--- src/rtl/uart_tx_param.sv ---
// Parameterised UART transmitter driven by a bit-rate clock (one Div_CLK
// rising edge per bit period). Frames are start bit, DATA_W data bits sent
// LSB first, an optional odd/even parity bit, and one or two stop bits.
// A word offered during the last stop bit is accepted at once, so frames
// can run back-to-back with no idle gap.

// Structural invariants of the transmitter, kept outside the datapath.
module uart_tx_param_chk (
  input logic       Div_CLK,
  input logic       RST,
  input logic [2:0] state,
  input logic       tx,
  input logic       busy,
  input logic       ready
);

  localparam logic [2:0] ST_IDLE  = 3'd0;
  localparam logic [2:0] ST_START = 3'd1;

  // The line is only ever low while a frame is in flight.
  a_idle_line_high : assert property (@(posedge Div_CLK) disable iff (RST)
    (!busy |-> tx));

  // The start bit period always drives the line low.
  a_start_low : assert property (@(posedge Div_CLK) disable iff (RST)
    ((state == ST_START) |-> !tx));

  // Idle implies the block can take a word and is not busy.
  a_idle_ready : assert property (@(posedge Div_CLK) disable iff (RST)
    ((state == ST_IDLE) |-> (ready && !busy)));

endmodule

module uart_tx_param #(
  parameter int DATA_W    = 8,
  parameter int PARITY    = 0,
  parameter int STOP_BITS = 1
) (
  input  logic              Div_CLK,
  input  logic              RST,
  input  logic [DATA_W-1:0] DATA,
  input  logic              VALID,
  output logic              READY,
  output logic              TX,
  output logic              BUSY
);

  localparam int CNT_W = $clog2(DATA_W + 1);

  // Reject configurations the frame format cannot represent.
  if ((DATA_W < 5) || (DATA_W > 9)) begin : g_bad_data_w
    $error("uart_tx_param: DATA_W must be in 5..9");
  end
  if ((PARITY < 0) || (PARITY > 2)) begin : g_bad_parity
    $error("uart_tx_param: PARITY must be 0 (none), 1 (odd) or 2 (even)");
  end
  if ((STOP_BITS != 1) && (STOP_BITS != 2)) begin : g_bad_stop_bits
    $error("uart_tx_param: STOP_BITS must be 1 or 2");
  end

  typedef enum logic [2:0] {
    S_IDLE  = 3'd0,
    S_START = 3'd1,
    S_DATA  = 3'd2,
    S_PAR   = 3'd3,
    S_STOP  = 3'd4
  } state_t;

  // Parity bit for a captured word: odd -> XNOR-reduce, even -> XOR-reduce.
  function automatic logic parity_bit(input logic [DATA_W-1:0] word);
    logic p;
    case (PARITY)
      1:       p = ~^word;
      2:       p = ^word;
      default: p = 1'b0;
    endcase
    return p;
  endfunction

  // Stop-bit counter reload: remaining stop periods after the current one.
  localparam logic STOP_RELOAD = (STOP_BITS == 2) ? 1'b1 : 1'b0;
  localparam logic [CNT_W-1:0] DATA_RELOAD = CNT_W'(DATA_W - 1);

  state_t            state_r,    state_nxt_s;
  logic              tx_r,       tx_nxt_s;
  logic              busy_r,     busy_nxt_s;
  logic [DATA_W-1:0] shift_r,    shift_nxt_s;
  logic [CNT_W-1:0]  cnt_r,      cnt_nxt_s;
  logic              stop_cnt_r, stop_cnt_nxt_s;
  logic              par_r,      par_nxt_s;
  logic              ready_s;
  logic              accept_s;

  // Handshake: a word is taken when idle or during the final stop period.
  always_comb begin
    ready_s  = 1'b0;
    accept_s = 1'b0;
    if ((state_r == S_IDLE) || ((state_r == S_STOP) && (stop_cnt_r == 1'b0))) begin
      ready_s = 1'b1;
    end else begin
      ready_s = 1'b0;
    end
    accept_s = VALID & ready_s;
  end

  // Next-state and next-output logic; TX holds the value of the current bit period.
  always_comb begin
    state_nxt_s    = state_r;
    tx_nxt_s       = tx_r;
    busy_nxt_s     = busy_r;
    shift_nxt_s    = shift_r;
    cnt_nxt_s      = cnt_r;
    stop_cnt_nxt_s = stop_cnt_r;
    par_nxt_s      = par_r;

    case (state_r)
      S_IDLE: begin
        if (accept_s) begin
          state_nxt_s = S_START;
          tx_nxt_s    = 1'b0;
          busy_nxt_s  = 1'b1;
          shift_nxt_s = DATA;
          par_nxt_s   = parity_bit(DATA);
        end else begin
          tx_nxt_s    = 1'b1;
          busy_nxt_s  = 1'b0;
        end
      end

      S_START: begin
        state_nxt_s = S_DATA;
        tx_nxt_s    = shift_r[0];
        shift_nxt_s = {1'b0, shift_r[DATA_W-1:1]};
        cnt_nxt_s   = DATA_RELOAD;
      end

      S_DATA: begin
        if (cnt_r != {CNT_W{1'b0}}) begin
          tx_nxt_s    = shift_r[0];
          shift_nxt_s = {1'b0, shift_r[DATA_W-1:1]};
          cnt_nxt_s   = cnt_r - {{(CNT_W-1){1'b0}}, 1'b1};
        end else if (PARITY != 0) begin
          state_nxt_s = S_PAR;
          tx_nxt_s    = par_r;
        end else begin
          state_nxt_s    = S_STOP;
          tx_nxt_s       = 1'b1;
          stop_cnt_nxt_s = STOP_RELOAD;
        end
      end

      S_PAR: begin
        state_nxt_s    = S_STOP;
        tx_nxt_s       = 1'b1;
        stop_cnt_nxt_s = STOP_RELOAD;
      end

      S_STOP: begin
        if (stop_cnt_r != 1'b0) begin
          stop_cnt_nxt_s = 1'b0;
          tx_nxt_s       = 1'b1;
        end else if (accept_s) begin
          // Back-to-back frame: start bit follows the stop bit directly.
          state_nxt_s = S_START;
          tx_nxt_s    = 1'b0;
          busy_nxt_s  = 1'b1;
          shift_nxt_s = DATA;
          par_nxt_s   = parity_bit(DATA);
        end else begin
          state_nxt_s = S_IDLE;
          tx_nxt_s    = 1'b1;
          busy_nxt_s  = 1'b0;
        end
      end

      default: begin
        state_nxt_s    = S_IDLE;
        tx_nxt_s       = 1'b1;
        busy_nxt_s     = 1'b0;
        shift_nxt_s    = {DATA_W{1'b0}};
        cnt_nxt_s      = {CNT_W{1'b0}};
        stop_cnt_nxt_s = 1'b0;
        par_nxt_s      = 1'b0;
      end
    endcase
  end

  // State and datapath registers; reset abandons any frame immediately.
  always_ff @(posedge Div_CLK or posedge RST) begin
    if (RST) begin
      state_r    <= S_IDLE;
      tx_r       <= 1'b1;
      busy_r     <= 1'b0;
      shift_r    <= {DATA_W{1'b0}};
      cnt_r      <= {CNT_W{1'b0}};
      stop_cnt_r <= 1'b0;
      par_r      <= 1'b0;
    end else begin
      state_r    <= state_nxt_s;
      tx_r       <= tx_nxt_s;
      busy_r     <= busy_nxt_s;
      shift_r    <= shift_nxt_s;
      cnt_r      <= cnt_nxt_s;
      stop_cnt_r <= stop_cnt_nxt_s;
      par_r      <= par_nxt_s;
    end
  end

  assign READY = ready_s;
  assign TX    = tx_r;
  assign BUSY  = busy_r;

  uart_tx_param_chk u_chk (
    .Div_CLK (Div_CLK),
    .RST     (RST),
    .state   (state_r),
    .tx      (tx_r),
    .busy    (busy_r),
    .ready   (ready_s)
  );

endmodule
--- config.mk ---
export PLATFORM = sky130hd
export DESIGN_NAME = uart_tx_param
export DESIGN_NICKNAME = d
export VERILOG_FILES = /design/src/rtl/uart_tx_param.sv
export SDC_FILE = /design/constraint.sdc
export NUM_CORES = 1
export LEC_CHECK = 0
export ABC_AREA = 1
export CORE_ASPECT_RATIO = 0.75
export CORE_MARGIN = 2
export CORE_UTILIZATION = 50
export DETAILED_ROUTE_END_ITERATION = 8
export HOLD_SLACK_MARGIN = 0.1
export PLACE_DENSITY = 0.8
export SETUP_SLACK_MARGIN = 0.2
export SYNTH_ARGS = -nofsm -noshare
export SYNTH_HDL_FRONTEND = slang
export SYNTH_SLANG_ARGS = --single-unit
--- constraint.sdc ---
create_clock -name Div_CLK -period 2.72 [get_ports Div_CLK]
set_input_delay 0.408 -clock Div_CLK [delete_from_list [all_inputs] [get_ports Div_CLK]]
set_output_delay 0.408 -clock Div_CLK [all_outputs]
set_load 0.02 [all_outputs]
# Word level (Yosys, flattened, before mapping)
# Cells that the tools add are included.
# op_classes
reduce_logical	12
n_mux	21
bitwise_logic	6
add_sub_neg	1
eq_ne	8
# ops
op	count
case mux 8 bit (5 select lines)	1
2-to-1 mux 8 bit	3
case mux 3 bit (5 select lines)	1
case mux 4 bit (3 select lines)	1
2-to-1 mux 3 bit	3
2-to-1 mux 1 bit	8
!= test 2 bit (second input constant)	4
== test 3 x 2 -> 1 bit (second input constant)	2
AND reduction 2 bit	3
AND reduction 3 bit	2
OR reduction 3 bit	2
inverter 1 bit	5
2-to-1 mux 4 bit	1
case mux 1 bit (4 select lines)	1
nonzero test 4 bit	1
subtractor 4 x 1 -> 4 bit (second input constant)	1
== test 3 x 1 -> 1 bit (second input constant)	1
== test 3 bit (second input constant)	1
logical NOT 3 bit	1
case mux 1 bit (3 select lines)	1
case mux 1 bit (2 select lines)	1
OR reduction 2 bit	1
AND 1 bit	1
logical AND 1 bit	1
logical OR 1 bit	1
# word_totals
out_inout_bits	3
regBits	18

# Longest topological paths before layout
# logic_depth
word_depth	8
ltp_mapped	8

# Least setup slack after synthesis
# No wires, ideal clock.
# synth_path
path_kind	flip-flop to flip-flop
start	register cnt_r[0]
end	register shift_r[7]
path_stages_with_launch	9
setup_slack_ps	1545
t_arrival_ps	1098
path_cell_list	dfrtp_1 > inv_1 > ha_1 > nand2_1 > nor2_1 > nand2_2 > nand2_4 > nand2_1 > o21ai_1
# synth_via
elab_chain_cells	3
# synth_lines
item	line_no	rtl
from (decl)	88	logic [CNT_W-1:0] cnt_r, cnt_nxt_s;
from (signal assigned)	195	cnt_r <= {CNT_W{1'b0}};
from (signal assigned)	203	cnt_r <= cnt_nxt_s;
nonzero test 4 bit	138	if (cnt_r != {CNT_W{1'b0}}) begin
!= test 2 bit (no line)	-	
AND reduction 3 bit (no line)	-	
to (signal assigned)	194	shift_r <= {DATA_W{1'b0}};
to (signal assigned)	202	shift_r <= shift_nxt_s;
to (decl)	87	logic [DATA_W-1:0] shift_r, shift_nxt_s;
# No other way between the ends.
# A chain may end at the register's enable or synchronous reset.

# Worst setup path in the final report
# layout_path
start	register state_r[1]
end	output READY
# layout_via
elab_chain_cells	4
elab_cells_between_ends	5
classes_between	1 x eq/ne; 1 x mux; 3 x reduce/logical
# layout_lines
item	line_no	rtl
from (decl)	84	state_t state_r, state_nxt_s;
from (signal assigned)	199	state_r <= state_nxt_s;
== test 3 bit	98	if ((state_r == S_IDLE) || ((state_r == S_STOP) && (stop_cnt_r == 1'b0))) begin
logical AND 1 bit	98	
logical OR 1 bit *	98	
2-to-1 mux 1 bit *	98	
to (decl)	43	output logic READY,
# Every way passes the cells marked *; elsewhere a longest branch is shown, timed or not.

==> results by group <==
Floorplan
  • Rows: 13
  • Die height: 41.57 µm
  • Die area: about 2200 µm²
  • Core area: 1757 µm²
  • Io pins: 14
  • Initial core utilization: 0.5356
  • Die W: 54.09 µm

Power and ir drop
  • LEAKAGE: ~0.58 nW
  • Worst-case vdd ir drop: 620.4 µV
  • P per Cell Area: between 1000 and 1500 nW/µm²
  • Pwr Total: ~1.2 mW

Global route
  • Final global-route overflow total: 0
  • First-pass GRT wire length: 3298 µm
  • Initial antenna violation count: 0
  • Vias in the first global route: 775
  • GRT Overall Usage: 0.2033
  • Largest net degree at the start of global routing: 18

Job
  • Max-cap violations: 0

Status
  • Status: completed

Routing
  • Antenna Nets Post-Route: 0
  • Initial DRT Pass Iterations: 4
  • DRC violations left: 0
  • DR WL/cell: 11.64 µm
  • Routed vias/inst: 4.994
  • WL final: 1909 µm
  • DR iter-0 viols: 21
  • Vias: 819

Critical path
  • Setup crit start kind: flop
  • Slowest cell on crit path: clkdlybuf4s50_1
  • Critical Path, Cell by Cell: nor2_2 > clkdlybuf4s50_1
  • WP data required: 2.31 ns
  • Max incr delay on CP: 0.61 ns
  • Critical Path End Type: output port
  • Kind of cell adding the most delay to the critical path: buffers and inverters
  • CP arrival: 1.52 ns
  • WP buf/inv: 1
  • Setup CP Type: reg -> out
  • CP max FO: 6

Logic synthesis
  • Synthesized area: 940.9 µm²
  • Synthesized Nets: 138
  • Commonest cells in the netlist: nand2_1 (62), dfrtp_1 (16), inv_1 (8)
  • Most common cell in the synthesized netlist: nand2_1
  • Number of synthesized register bits: 17
  • Main synth FF type: dfrtp_1
  • Async set-reset flop share out of synthesis: 1.000
  • Ranking of synthesized cells by area: dfrtp_1 (43%), nand2_1 (25%), nand3_1 (3.7%)
  • Top cell type's share of synthesized area: 0.4255
  • Yosys cell types: 20
  • Mean cell area of the mapped netlist: about 7.5 µm²
  • Post-synth EDFFs: 0
  • Post-synth top area cell: dfrtp_1
  • Seq/Total Area, Yosys: 0.4535
  • Syn. warnings: 0
  • Mapped Cells: 125

CTS
  • CTS buffer count: 3
  • Post-cts hold buffer count: 0
  • Clock-pin transition on the worst setup and hold timing paths: 0.10 ns
  • Post-CTS Setup Inserts: 0
  • Clock root cell: clkbuf_4
  • Worst-case clock buffer depth: 2
  • Number of H-tree branching levels: 1
  • Post-CTS Resized: 0
  • CTS tree: built
  • Worst-Skew Late Latency: between 0.2 and 0.3 ns
  • CTS Sinks: 17

STA
  • Hold_ws: 0.4739 ns
  • Fin crit share: 0.7095
  • Fmax: 518.2 MHz
  • Final setup viols: 0
  • Fin. max-slew vios: 0
  • Slew headroom: 0.5446
  • Tmin final: 1.930 ns
  • Worst-Margin Slew: 0.6824 ns
  • Worst Skew: 0.001959 ns
  • Fin. Hold Viols: 0
  • Setup tns final: 0 ns
  • Unrepaired setup endpoints after global routing: false
  • PnR worst setup slack: about 0.79 ns

Cells and area
  • Area growth from synthesis to layout: 19.15%
  • Final Util: 0.6382
  • Final-stage net count: 156
  • Diodes inserted: 0
  • Layout cell share with drive strength beyond 1: 0.1408
  • Fillers: 148

Placement
  • Worst slack at placement: 1.127 ns
  • PortBufs: 13
  • GP Congestion: approximately 0.75
  • Dpl hpwl: approximately 1400 µm

Min path
  • Hold Crit Class: reg -> reg
-- cell families after synthesis --
group | after synthesis | synth area share
xor gates and xnor gates | 1 | 0.009310
AOI/OAI and AO/OA | 8 | 0.04921
buffers and inverters | 12 | 0.05585
and+or+nand+nor | 85 | 0.4056
adders and majority gates | 2 | 0.02659
DFF | 17 | 0.4535
-- per-stage QoR --
step / cell area, µm² / cells
after detailed placement: 1095 / 160
after floorplan: 940.9 / 125
final: 1121 / 164
after global placement: 1095 / 160
after global routing: 1121 / 164
after CTS: 1121 / 164
-- worst paths after layout --
check | end | start | cells past startpoint | slack [ns]
setup / recovery | READY | state_r[1]$_DFFE_PP0P_ | 2 | 0.79
hold / removal | state_r[2]$_DFFE_PP0P_ | state_r[2]$_DFFE_PP0P_ | 1 | 0.47
setup reg to reg | cnt_r[3]$_DFFE_PP0P_ | cnt_r[0]$_DFFE_PP0P_ | 8 | 1.37
hold reg to reg | state_r[2]$_DFFE_PP0P_ | state_r[2]$_DFFE_PP0P_ | 1 | 0.47
max in group asynchronous | BUSY$_DFFE_PP0N_ | RST | 2 | 1.78
min in group asynchronous | shift_r[2]$_DFFE_PP0P_ | RST | 2 | 0.50
-- area by class of cell --
| class | count | area (µm²) | share of cell area |
|---|---|---|---|
| Clock buffer | 4 | 26.28 | 0.02344 |
| Inverter | 11 | 41.29 | 0.03683 |
| Multi-Input combinational cell | 96 | 461.7 | 0.4118 |
| Sequential cell | 17 | 426.7 | 0.3806 |
| Tap cell | 22 | 27.53 | 0.02455 |
| Timing Repair Buffer | 14 | 137.6 | 0.1228 |
-- sequential cells by signal, indices dropped and copies added (netlist names) --
| signal | count |
|---|---|
| TX | 1 |
| state_r | 3 |
| cnt_r | 4 |
| shift_r | 8 |
| BUSY | 1 |
-- power breakdown --
| part | leakage [nW] | total (mW) | internal, mW | switching, mW |
|---|---|---|---|---|
| registers | 0.216 | 0.442 | 0.366 | 0.0760 |
| logic | 0.345 | 0.665 | 0.249 | 0.416 |
| clock network | 0.0150 | 0.138 | 0.0570 | 0.0805 |
| total | 0.576 | 1.24 | 0.672 | 0.573 |
-- per-layer routing --
metal	GRT usage	routed length, µm	vias up
li1	-	-	419
met1	0.2494	889	380
met2	0.3366	919	18
met3	0.07554	86	2
met4	0.04500	13	0
met5	0	0	-
-- cell usage in the layout (no fill, tap or decap) --
cell              n
clkdlybuf4s50_1  13
inv_2             2
inv_1             8
nor2_2            3
dfrtp_1          16
a211oi_1          1
nand2_2           4
nand3_1           7
clkbuf_4          3
nand3_2           1
clkinv_1          1
o21ai_1           2
nor2_1            4
clkbuf_1          1
xnor2_1           1
buf_4             1
nand2_1          62
nor2_4            3
nand2_4           1
ha_1              2
o21ai_0           4
a31o_2            1
dfstp_2           1
Power figures use the tool's default switching activity.
